## src/rtl/count_sampler.sv

```systemverilog
// count_sampler: decimates a free-running count into a valid/ready FIFO, counts overflow drops,
// and flags any break in the +1-per-cycle input sequence with a sticky error.  Rev 1.0
`default_nettype none

module count_sampler #(
  parameter int WIDTH = 8,
  parameter int DEPTH = 4,
  parameter int DIV   = 4
) (
  input  logic                       clk,
  input  logic                       rst,
  input  logic                       en,
  input  logic [WIDTH-1:0]           data_in,
  output logic                       out_valid,
  input  logic                       out_ready,
  output logic [WIDTH-1:0]           out_data,
  output logic [$clog2(DEPTH):0]     level,
  output logic [7:0]                 drop_count,
  output logic                       seq_err
);

  localparam int AW  = $clog2(DEPTH);
  localparam int LW  = AW + 1;
  localparam int DCW = (DIV > 1) ? $clog2(DIV) : 1;
  localparam logic [DCW-1:0] DIV_LAST = DCW'(DIV - 1);
  localparam logic [LW-1:0]  FULL_LVL = LW'(DEPTH);

  typedef enum logic [1:0] {
    ARM   = 2'd0,
    TRACK = 2'd1,
    ERROR = 2'd2
  } chk_state_t;

  logic [DCW-1:0]   div_cnt_q, div_cnt_d;
  logic [AW-1:0]    wr_ptr_q, wr_ptr_d;
  logic [AW-1:0]    rd_ptr_q, rd_ptr_d;
  logic [LW-1:0]    level_q, level_d;
  logic [7:0]       drop_q, drop_d;
  chk_state_t       state_q, state_d;
  logic [WIDTH-1:0] prev_q, prev_d;
  logic [WIDTH-1:0] prev_inc;
  logic [WIDTH-1:0] mem_q [DEPTH];

  logic strobe, full, pop, push, drop;

  always_comb begin
    strobe    = en && (div_cnt_q == DIV_LAST);
    div_cnt_d = div_cnt_q;
    if (en) begin
      div_cnt_d = strobe ? '0 : div_cnt_q + 1'b1;
    end

    full = (level_q == FULL_LVL);
    pop  = (level_q != '0) && out_ready;
    // A pop frees the slot the same cycle, so a full FIFO still accepts the strobe.
    push = strobe && (!full || pop);
    drop = strobe && full && !pop;

    wr_ptr_d = push ? wr_ptr_q + 1'b1 : wr_ptr_q;
    rd_ptr_d = pop  ? rd_ptr_q + 1'b1 : rd_ptr_q;

    level_d = level_q;
    case ({push, pop})
      2'b10:   level_d = level_q + 1'b1;
      2'b01:   level_d = level_q - 1'b1;
      default: level_d = level_q;
    endcase

    drop_d = drop_q;
    if (drop && (drop_q != 8'hFF)) begin
      drop_d = drop_q + 1'b1;
    end
  end

  always_comb begin
    state_d  = state_q;
    prev_d   = prev_q;
    prev_inc = prev_q + 1'b1;
    case (state_q)
      ARM: begin
        prev_d  = data_in;
        state_d = TRACK;
      end
      TRACK: begin
        if (data_in == prev_inc) begin
          prev_d = data_in;
        end else begin
          state_d = ERROR;
        end
      end
      default: state_d = ERROR;
    endcase
  end

  always_ff @(posedge clk or posedge rst) begin
    if (rst) begin
      div_cnt_q <= '0;
      wr_ptr_q  <= '0;
      rd_ptr_q  <= '0;
      level_q   <= '0;
      drop_q    <= '0;
      state_q   <= ARM;
      prev_q    <= '0;
    end else begin
      div_cnt_q <= div_cnt_d;
      wr_ptr_q  <= wr_ptr_d;
      rd_ptr_q  <= rd_ptr_d;
      level_q   <= level_d;
      drop_q    <= drop_d;
      state_q   <= state_d;
      prev_q    <= prev_d;
    end
  end

  // Storage needs no reset: out_data is masked to zero whenever the FIFO is empty.
  always_ff @(posedge clk) begin
    if (push) begin
      mem_q[wr_ptr_q] <= data_in;
    end
  end

  assign out_valid  = (level_q != '0);
  assign out_data   = out_valid ? mem_q[rd_ptr_q] : '0;
  assign level      = level_q;
  assign drop_count = drop_q;
  assign seq_err    = (state_q == ERROR);

endmodule

`default_nettype wire
```

## config.mk

```make
export PLATFORM = sky130hd
export DESIGN_NAME = count_sampler
export DESIGN_NICKNAME = d
export VERILOG_FILES = /design/src/rtl/count_sampler.sv
export SDC_FILE = /design/constraint.sdc
export NUM_CORES = 1
export LEC_CHECK = 0
export ABC_AREA = 0
export CAP_MARGIN = 10
export CORE_ASPECT_RATIO = 1.5
export CORE_UTILIZATION = 41
export DETAILED_ROUTE_END_ITERATION = 10
export GPL_TIMING_DRIVEN = 0
export SLEW_MARGIN = 20
export SYNTH_ARGS = -nofsm -noshare
export SYNTH_HDL_FRONTEND = slang
export SYNTH_SLANG_ARGS = --single-unit
```

## constraint.sdc

```tcl
create_clock -name clk -period 2.62 [get_ports clk]
set_clock_uncertainty 0.2 [all_clocks]
set_input_delay 0.524 -clock clk [delete_from_list [all_inputs] [get_ports clk]]
set_output_delay 0.524 -clock clk [all_outputs]
set_load 0.02 [all_outputs]
```

After elaboration in Yosys (flattened, before gate mapping)
Memories as Yosys holds them, arrays and structs flattened.
Cells that the tools add are included.
{"block": "totals", "reg_bits": 27, "mem_bits_rw": 32, "out_inout_bits": 21, "mem_count": 1}
{"memory": "mem_q", "words": 4, "word_bits": 8, "read_ports": 1, "rd_clocked_by_memory_dff": 0, "wr": 1, "line": "42", "rtl": "logic [WIDTH-1:0] mem_q [DEPTH];"}
{"block": "classes", "addsub": 7, "eq_ne": 10, "mux": 9, "reduce_logical": 14}
{"operator": "$add 8x1->8 const B", "n": 2}
{"operator": "$mux 8", "n": 2}
{"operator": "$pmux 8 s2", "n": 1}
{"operator": "$eq 8x8->1", "n": 1}
{"operator": "$ne 8x8->1 const B", "n": 1}
{"operator": "$add 2x1->2 const B", "n": 3}
{"operator": "$eq 2x2->1 const B", "n": 3}
{"operator": "$logic_and 1x1->1", "n": 6}
{"operator": "$pmux 3 s2", "n": 1}
{"operator": "$eq 2x1->1 const B", "n": 2}
{"operator": "$mux 2", "n": 2}
{"operator": "$ne 2x2->1 const B", "n": 2}
{"operator": "$pmux 2 s2", "n": 1}
{"operator": "$reduce_bool 2->1", "n": 2}
{"operator": "$add 3x1->3 const B", "n": 1}
{"operator": "$eq 3x3->1 const B", "n": 1}
{"operator": "$reduce_bool 3->1", "n": 1}
{"operator": "$sub 3x1->3 const B", "n": 1}
{"operator": "$logic_not 1->1", "n": 2}
{"operator": "$logic_not 2->1", "n": 1}
{"operator": "$mux 1", "n": 2}
{"operator": "$reduce_and 2->1", "n": 1}
{"operator": "$logic_or 1x1->1", "n": 1}

Longest topological paths before layout
Gate-level depths: netlist of the first run.
{"block": "logic_depth", "depth_word": 6, "depth_mapped": 11, "depth_no_buf": 10}

Least setup slack after synthesis of the first run
No wires, ideal clock.
{"block": "synth_path", "kind": "register to register", "start": "reg level_q[0] (netlist: level[0])", "end": "reg level_q[2] (netlist: level[2])", "arrival_ns": 2.355, "t_required_ns": 2.340, "slack_ns": -0.015, "path_stages_with_launch": 11, "n_path_buf": 1, "period_less_slack_ns": 2.635, "path_cell_list": "dfrtp_1 > or4b_4 > nor2b_1 > clkbuf_1 > inv_1 > ha_1 > inv_1 > fa_1 > xor2_1 > nor2_1 > xor2_1"}
{"block": "synth_between", "elab_chain_cells": 6}
{"item": "start: declaration", "line": "37", "rtl": "logic [LW-1:0] level_q, level_d;"}
{"item": "start signal: assignment", "line": "108", "rtl": "level_q <= level_d;"}
{"item": "$eq 3x3->1 / $reduce_bool 3->1 (equally long branches)", "line": "53, 54"}
{"item": "$logic_not 1->1 / $logic_and 1x1->1 (equally long branches)", "line": "56, 54"}
{"item": "$logic_or 1x1->1", "line": "56", "rtl": "push = strobe && (!full || pop);"}
{"item": "$logic_and 1x1->1", "line": "56"}
{"item": "$eq 2x1->1 / $eq 2x2->1 (equally long branches)", "line": "63", "rtl": "case ({push, pop})"}
{"item": "$pmux 3 s2 / $reduce_bool 2->1 (equally long branches)"}
Several ways; a longest one is shown, not always the timed one.
A chain may end at the register's enable or synchronous reset.

Final worst setup path of the first run
{"block": "layout_path", "start": "reg rd_ptr_q[0]", "end": "out out_data[7]"}
{"block": "layout_between", "elab_chain_cells": 2}
{"item": "start: declaration", "line": "36", "rtl": "logic [AW-1:0] rd_ptr_q, rd_ptr_d;"}
{"item": "start signal: assignment", "line": "107", "rtl": "rd_ptr_q <= rd_ptr_d;"}
{"item": "$mem_v2 4x8"}
{"item": "$mux 8", "line": "123", "rtl": "assign out_data = out_valid ? mem_q[rd_ptr_q] : '0;"}
{"item": "end: declaration", "line": "16", "rtl": "output logic [WIDTH-1:0] out_data,"}
No other way between the ends.

==> flow_metrics.tcl, run 1 <==
set metrics [dict create \
    status "finished, final reports clean" \
    setup_violations 0 \
    cts_buffers 9 \
    p_leak_nw 1.35 \
    gr-total-overflow 0 \
    syn_area_per_cell_sq_um 15.4 \
    num_rows 35 \
    synth.net_count 195 \
    ys_seq_area_frac 0.609 \
    h-tree-depth 3 \
    synthArstFlopShare 0.458 \
    synth_edf_count 32 \
    routed_via_density 5.07 \
    slew_viol_final 0 \
    cts_tree "yes" \
    area_growth_pct 25.7 \
    final_common_cell "edfxtp_1" \
    fmaxAchievable_ghz 0.394 \
    cp.arrival_ps 1810 \
    setup_slack_ps 82.6 \
    cts-root-buf "clkbuf_8" \
    crit_fanout 10 \
    final_nets 238 \
    drive_gt1_frac 0.234 \
    final_antenna_net_count 0 \
    holdPathEnd "div_cnt_q[0]" \
    place_hpwl_microns 3260 \
    fillers 536 \
    hold_depth 1 \
    hp-class "flip-flop to flip-flop" \
    port_buffers 32 \
    grt_max_degree 28 \
    fp.dieW_microns 68.1 \
    maxCapViolations 0 \
    first_global_vias 1554 \
    rsz0062_at_grt "no" \
    grt_usage 0.151 \
    syn_area_sq_mm 0.00269 \
    clk_path_buf_depth 2 \
    ys_ff_latch 59 \
    min_period_over_period 0.968 \
    relSlewSlack 0.613 \
    start_util 0.432 \
    layout_min_cycle_time_ps 2540 \
    insertion_delay_ps 320 \
    fp.coreArea_sq_mm 0.00622 \
    worst-setup-path-type "flip-flop to output port" \
    cts_sinks 59 \
    finalWeightedCongestion 0.722 \
    min-delay-start "div_cnt_q[0]" \
    dr.pass1.iters 4 \
    synthFlopType "edfxtp_1" \
    die_h_microns 101 \
    ir_drop_mv 0.528 \
    wire_per_inst_microns 15.7 \
    r2r_cells 6 \
    dieArea_sq_mm 0.00689 \
    wl_microns 4640 \
    hold_viol_final 0 \
    postCtsHoldBufs 0 \
    pin_count 33 \
    r2r_slack_ps 230 \
    cp-end-kind "output port" \
    synth_warnings 0 \
    grt_pass1_wl_microns 7360 \
    rr_startpoint "prev_q[0]" \
    grt_antenna_before_repair 0 \
    start_kind "flip-flop" \
    diodes 0 \
    power-per-cell-area_mw_per_mm2 961 \
    r2r_end "prev_q[0]" \
    mostFrequentLayoutCells "edfxtp_1 (32), dfrtp_1 (26), clkdlybuf4s50_1 (21)" \
    required_ps 1900 \
    drc 0 \
    synth_cells 174 \
    vias 1500 \
    clk_pin_slew_ps 70 \
    worstMarginPinSlew_ps 580 \
    drt_iter0_drc 55 \
    synth_cell_types 32 \
    totalPowerFinal_mw 3.25 \
    place_ws_ps -553 \
]
-- metal layers --
metal  global-route usage  up-vias  wire length [microns]
li1                     -      714                      -
met1                0.177      754                   1910
met2                0.256       30                   2570
met3               0.0338        2                    124
met4               0.0673        0                     31
met5                    0        -                      0
-- report_power, final --
part           switching, mW  internal, mW  total, mW  leakage [nW]
registers              0.128          1.12       1.24         0.635
logic                  0.485         0.532       1.02         0.600
clock network          0.356         0.630      0.986         0.119
-- worst max-delay path, cell delays in order, from the launching register on --
cell and delay, ps:
dfrtp_1 370, buf_12 150, mux4_2 490, and2_1 160
dlygate4sd2_1 310
-- what timing repair did --
item,4_1_cts,5_1_grt
resized for setup,15,5
setup endpoints to repair,11,17
pin swaps,3,1
buffers inserted,3,0
-- synthesized netlist by cell type, drive strengths merged, types with 2 or more instances --
| cell type | number | area (sq um) |
|---|---|---|
| edfxtp | 32 | 961 |
| xor2 | 9 | 78.8 |
| dfrtp | 27 | 676 |
| nor2 | 4 | 15.0 |
| xnor2 | 13 | 114 |
| nand3 | 6 | 30.0 |
| nand4 | 3 | 18.8 |
| nor2b | 2 | 12.5 |
| ha | 8 | 100 |
| mux4 | 8 | 180 |
| inv | 8 | 30.0 |
| or3 | 2 | 12.5 |
| clkbuf | 3 | 11.3 |
| mux2 | 10 | 113 |
| nand2 | 6 | 22.5 |
| and2 | 14 | 87.6 |
| mux2i | 2 | 20.0 |
| o21ai | 2 | 10.0 |
| a211oi | 2 | 25.0 |
-- logic make-up (layout without fill, tap and decap cells) --
logic type / count (synthesis) / count (layout) / share of synthesized area
xor+xnor: 23 / 23 / 0.0819
compound gates: 9 / 9 / 0.0400
mux: 20 / 20 / 0.116
simple gates: 42 / 42 / 0.0908
flops: 59 / 59 / 0.609
fa+ha+maj: 9 / 9 / 0.0447
buf+inv: 12 / 60 / 0.0172
-- worst max-delay path by stage --
stage               cells past startpoint        start     endpoint  slack (ps)
floorplan                              10     level[0]     level[2]          20
global placement                       11    out_ready     level[2]        -520
detailed placement                     11    out_ready     level[2]        -550
CTS                                     4  rd_ptr_q[0]  out_data[2]          30
global route                            4  rd_ptr_q[0]  out_data[4]           2
finish                                  4  rd_ptr_q[0]  out_data[7]          80
-- registers in the layout (all words and copies together) (netlist names) --
| name | count |
|---|---|
| drop_count | 8 |
| level | 3 |
| wr_ptr_q | 2 |
| rd_ptr_q | 2 |
| prev_q | 8 |
| div_cnt_q | 2 |
| state_q | 2 |
| mem_q | 32 |
-- stage by stage --
stage | cells | instance area [sq um] | hold WS [ps] | setup TNS (ps) | utilization
6_report | 296 | 3380 | 299 | 0 | 0.543
5_1_grt | 296 | 3380 | 308 | 0 | 0.543
4_1_cts | 296 | 3360 | 302 | 0 | 0.540
3_5_place_dp | 280 | 3100 | 290 | -3880 | 0.499
3_3_place_gp | 280 | 3100 | 264 | -2920 | 0.499
2_1_floorplan | 174 | 2690 | 257 | 0 | -
-- cell type report --
type	instances	area [sq um]	share of cell area
plain buffers	1	20.0	0.00592
clock buffers	9	124	0.0367
flip-flops and latches	59	1640	0.485
repair buffers	35	337	0.0996
multi-input cells	103	1020	0.302
inverters	8	30.0	0.00889
clock inverters	7	116	0.0344
well taps	74	92.6	0.0274
Note: power is estimated with default switching activity, not from simulation.
==> run 2: changes to the inputs <==
SKIP_LAST_GASP = 1   (was not set)
clock period = 2.35 ns   (was 2.62 ns; I/O delays follow)
==> run 2 against run 1 <==
The run now ends with negative setup slack left. Non-clock buffer count rose by 14. Sequential cell count did not move. Worst setup slack got worse by 140 ps. Cell area rose by 4.5%. Sequential share of layout area fell by 2.1 points. Count of clock-buffer cells in the layout rose by 1. Via count rose by 7.3%. Wire length rose by 9.6%. Critical path depth rose by 6. Power rose by 15%. Combinational power rose by 44%. Worst hold slack got worse by 54 ps. Largest cell class unchanged.
==> flow_metrics.tcl, run 2 (synthesis results as in run 1) <==
set metrics [dict create \
    hold_depth 1 \
    setup_slack_ps -60.4 \
    rsz0062_at_grt "yes" \
    final_cells 311 \
    wl_met1_microns 2020 \
    routed_via_density 5.18 \
    port_buffers 32 \
    area_growth_pct 31.4 \
    h-tree-depth 3 \
    layout_min_cycle_time_ps 2410 \
    mostFrequentLayoutCells "edfxtp_1 (32), dfrtp_1 (25), clkdlybuf4s50_1 (17), buf_4 (17), xnor2_1 (13)" \
    dieArea_sq_mm 0.00689 \
    num_rows 35 \
    fp.coreArea_sq_mm 0.00622 \
    dp.cells 280 \
    drc 0 \
    dr_wl_met2_microns 2820 \
    ir_drop_mv 0.491 \
    grt_usage 0.170 \
    final_antenna_net_count 0 \
    cp.arrival_ps 2450 \
    grt_antenna_before_repair 0 \
    drive_gt1_frac 0.371 \
    min_period_over_period 1.03 \
    worstMarginPinSlew_ps 559 \
    hp-class "primary input to flip-flop" \
    maxCapViolations 0 \
    grt_max_degree 28 \
    cts_sinks 59 \
    p_int_mw 2.57 \
    grt_pass1_wl_microns 8110 \
    wl_microns 5090 \
    seqPwrFrac 0.372 \
    drt_iter0_drc 26 \
    largest_register_ffs 32 \
    insertion_delay_ps 320 \
    required_ps 2390 \
    fmaxAchievable_ghz 0.415 \
    fp.dieW_microns 68.1 \
    clk_path_buf_depth 2 \
    place_hpwl_microns 3410 \
    r2r_cells 9 \
    place_ws_ps -808 \
    wire_per_inst_microns 16.4 \
    relSlewSlack 0.627 \
    hold_slack_ps 245 \
    swShare 0.311 \
    worst-setup-path-type "primary input to flip-flop" \
    p_leak_nw 1.43 \
    violations "negative setup slack" \
    gr-total-overflow 0 \
    finalWeightedCongestion 0.734 \
    wl_met3_microns 146 \
    status "complete, but fails checks" \
    vias 1610 \
    power-per-cell-area_mw_per_mm2 1050 \
    cp-end-kind "flip-flop" \
    cts_buffers 9 \
    regMostFlops "mem_q" \
    die_h_microns 101 \
    clk_pin_slew_ps 70 \
    first_global_vias 1685 \
    cts_tree "yes" \
    cts-root-buf "clkbuf_8" \
    top_layer "met4" \
    postCtsHoldBufs 0 \
    final_common_cell "edfxtp_1" \
    final_nets 253 \
    hold_viol_final 0 \
    clkPwrFrac 0.233 \
    setup_violations 1 \
    start_util 0.432 \
    start_kind "primary input" \
    crit_fanout 2 \
    p_switching_mw 1.16 \
    diodes 0 \
    slew_viol_final 0 \
    pin_count 33 \
    dr.pass1.iters 4 \
    power_frac_comb 0.395 \
]
-- run 2: timing repair --
| item | in CTS | in global routing |
|---|---|---|
| gates resized for setup | 64 | 21 |
| pin swaps | 7 | 11 |
| buffers inserted | 13 | 5 |
| gates cloned | 2 | 0 |
| endpoints found under the setup margin | 19 | 21 |
-- run 2: layout make-up --
class / count / area, sq um
Sequential cell: 59 / 1640
Clock inverter: 6 / 56.3
Tap cell: 74 / 92.6
Timing Repair Buffer: 50 / 474
Multi-Input combinational cell: 104 / 1110
Fill cell: 502 / 2690
Inverter: 8 / 30.0
Clock buffer: 10 / 128
-- run 2: through the flow --
stage	TNS (ps)	area, sq um	power (mW)	utilization
2_1_floorplan	-284	2700	2.14	-
3_3_place_gp	-16110	3110	2.55	0.500
3_5_place_dp	-17430	3110	2.60	0.500
4_1_cts	-734	3470	3.75	0.559
5_1_grt	-333	3530	3.93	0.568
6_report	-60.4	3530	3.72	0.568
-- run 2: power groups by stage --
stage	sequential, mW	clock (mW)	combinational (mW)
final	1.39	0.866	1.47
after global placement	1.36	0	1.20
after global routing	1.41	0.924	1.60
after CTS	1.39	0.885	1.48
after floorplan	1.39	0	0.748
after detailed placement	1.37	0	1.23
-- run 2: critical path, cell delays in order --
cell and delay, ps:
dlygate4sd2_1 250, or4b_4 550, nor2b_4 150, inv_2 70, ha_4 130, inv_2 30
fa_2 320, xor2_1 150, nor2_1 140, xor2_1 190
-- run 2: worst paths after layout --
check / startpoint / to / slack (ps)
max: out_ready / level[2] / -60
min: data_in[2] / mem_q[3][2] / 250
max reg2reg: level[1] / level[2] / -50
min reg2reg: div_cnt_q[0] / div_cnt_q[0] / 280
max in group asynchronous: rst / rd_ptr_q[0] / 1220
min in group asynchronous: rst / prev_q[1] / 320
-- run 2: layer usage --
layer | vias to the layer above | track usage
met3 | 7 | 0.0518
met4 | 0 | 0.0785
met5 | - | 0
li1 | 750 | -
met1 | 821 | 0.185
met2 | 32 | 0.293
==> run 3: changes to the inputs <==
--- a/config.mk
+++ b/config.mk
@@ -10,5 +10,6 @@
 export CORE_ASPECT_RATIO = 1.5
-export CORE_UTILIZATION = 41
+export CORE_UTILIZATION = 45
 export DETAILED_ROUTE_END_ITERATION = 10
 export GPL_TIMING_DRIVEN = 0
+export PLACE_DENSITY = 0.67
 export SKIP_LAST_GASP = 1
--- a/constraint.sdc
+++ b/constraint.sdc
@@ -4,2 +4,2 @@
 set_output_delay 0.47 -clock clk [all_outputs]
-set_load 0.02 [all_outputs]
+set_load 0.05 [all_outputs]
==> run 3 against run 2 <==
The run still ends with negative setup slack left. Worst hold slack gained 36 ps. Final cell count shrank 1.6%. Die area shrank 8.7%. Worst setup slack gained 30 ps. Sequential power is essentially flat. Largest cell class unchanged.
==> flow_metrics.tcl, run 3 (synthesis results as in run 1) <==
set metrics [dict create \
    status "complete, but fails checks" \
    violations "negative setup slack" \
    hold_viol_final 0 \
    cts-root-buf "clkbuf_8" \
    drc 0 \
    h-tree-depth 3 \
    clk_pin_slew_ps 70 \
    start_util 0.465 \
    max_stage_delay_ps 520 \
    ir_drop_mv 0.502 \
    fp.dieW_microns 65.1 \
    fin_util 0.623 \
    rr_startpoint "level[1]" \
    largest_register_ffs 32 \
    relSlewSlack 0.625 \
    hold_slack_ps 281 \
    pin_count 33 \
    finalWeightedCongestion 0.676 \
    cp-end-kind "flip-flop" \
    diodes 0 \
    routed_via_density 5.20 \
    dr.pass1.iters 4 \
    path_cells "or4b_4 -> nor2b_4 -> inv_2 -> ha_4 -> inv_2 -> fa_2 -> xor2_2 -> nor2_1 -> xor2_1" \
    grt_antenna_before_repair 0 \
    start_kind "flip-flop" \
    cts_tree "yes" \
    finalSetupTns_ps -71.9 \
    cts_buffers 9 \
    wire_per_inst_microns 16.0 \
    layout_min_cycle_time_ps 2380 \
    cts_sinks 59 \
    vias 1590 \
    maxCapViolations 0 \
    crit_top_cell "inv_2" \
    fmaxAchievable_ghz 0.420 \
    setup_violations 6 \
    grt_max_degree 28 \
    worst-setup-path-type "flip-flop to flip-flop" \
    insertion_delay_ps 340 \
    mostFrequentLayoutCells "edfxtp_1 (32), dfrtp_1 (24), clkdlybuf4s50_1 (17)" \
    gr-total-overflow 0 \
    final_cells 306 \
    dp.cells 278 \
    drt_iter0_drc 38 \
    slowest_stage "or4b_4" \
    crit_fanout 3 \
    dieArea_sq_mm 0.00629 \
    regMostFlops "mem_q" \
    p_leak_nw 1.46 \
    required_ps 2410 \
    port_buffers 32 \
    cp_top_family "simple AND/OR/NAND/NOR gates" \
    drive_gt1_frac 0.372 \
    dpl_cell_area_sq_mm 0.00311 \
    stdcell_area_sq_mm 0.00360 \
    fillers 449 \
    min-delay-start "div_cnt_q[0]" \
    final_antenna_net_count 0 \
    cp.arrival_ps 2440 \
    clk_path_buf_depth 2 \
    num_rows 34 \
    critPathLaunch "level[1]" \
    grt_usage 0.174 \
    place_hpwl_microns 3290 \
    power-per-cell-area_mw_per_mm2 1220 \
    critPathBufInv 2 \
    rsz0062_at_grt "yes" \
    hp-class "flip-flop to flip-flop" \
    die_h_microns 96.7 \
    wl_microns 4890 \
    worstMarginPinSlew_ps 562 \
    fp.coreArea_sq_mm 0.00579 \
    setup_slack_ps -30.4 \
    area_growth_pct 34.1 \
    min_period_over_period 1.01 \
    slew_viol_final 0 \
    place_ws_ps -728 \
    final_common_cell "edfxtp_1" \
    grt_pass1_wl_microns 7950 \
    totalPowerFinal_mw 4.41 \
    first_global_vias 1658 \
    final_nets 250 \
]
==> run 3: cell types whose count changed in the layout (fill, tap and decap cells not counted), moves of 2 or more <==
cell	delta
or3_4	-2
or3_1	+2
buf_8	+9
bufinv_16	+2
buf_6	-8
buf_4	-4
clkbuf_8	+2
dlygate4sd2_1	+2
clkinv_2	-2
and2_1	-2
==> run 3: cell type report <==
type	instances	area (sq um)	area share
clock buffer	11	151	0.0420
multi-input combinational	104	1100	0.306
clock inverter	5	98.8	0.0274
sequential	59	1640	0.455
inverter	8	30.0	0.00833
timing repair buffer	45	467	0.129
buffer	2	22.5	0.00625
tap	72	90.1	0.0250
==> run 3: worst paths after layout <==
check                               end  slack (ps)  cells after the start
max reg2reg                    level[2]         -30                      9
min                        div_cnt_q[0]         280                      1
max in group asynchronous      level[0]        1230                      2
min reg2reg                div_cnt_q[0]         280                      1
max                            level[2]         -30                      9
min in group asynchronous     prev_q[1]         310                      2
==> run 3: timing repair <==
action | CTS | global route
setup endpoints to repair | 20 | 21
gates cloned | 1 | 1
setup buffers | 7 | 5
pin swaps | 8 | 17
gates resized for setup | 67 | 32
hold buffers | 0 | 0
==> run 3: where the power goes <==
group          total [mW]  switching [mW]  internal, mW
clock                1.15           0.389         0.757
combinational        1.88           0.962         0.918
sequential           1.39           0.137          1.25
==> run 3: layer usage <==
metal,GRT usage,share of wire,vias up
met5,0,0,-
met4,0.0870,0.019,0
met3,0.0495,0.037,9
met2,0.280,0.54,35
met1,0.209,0.40,804
li1,-,-,742
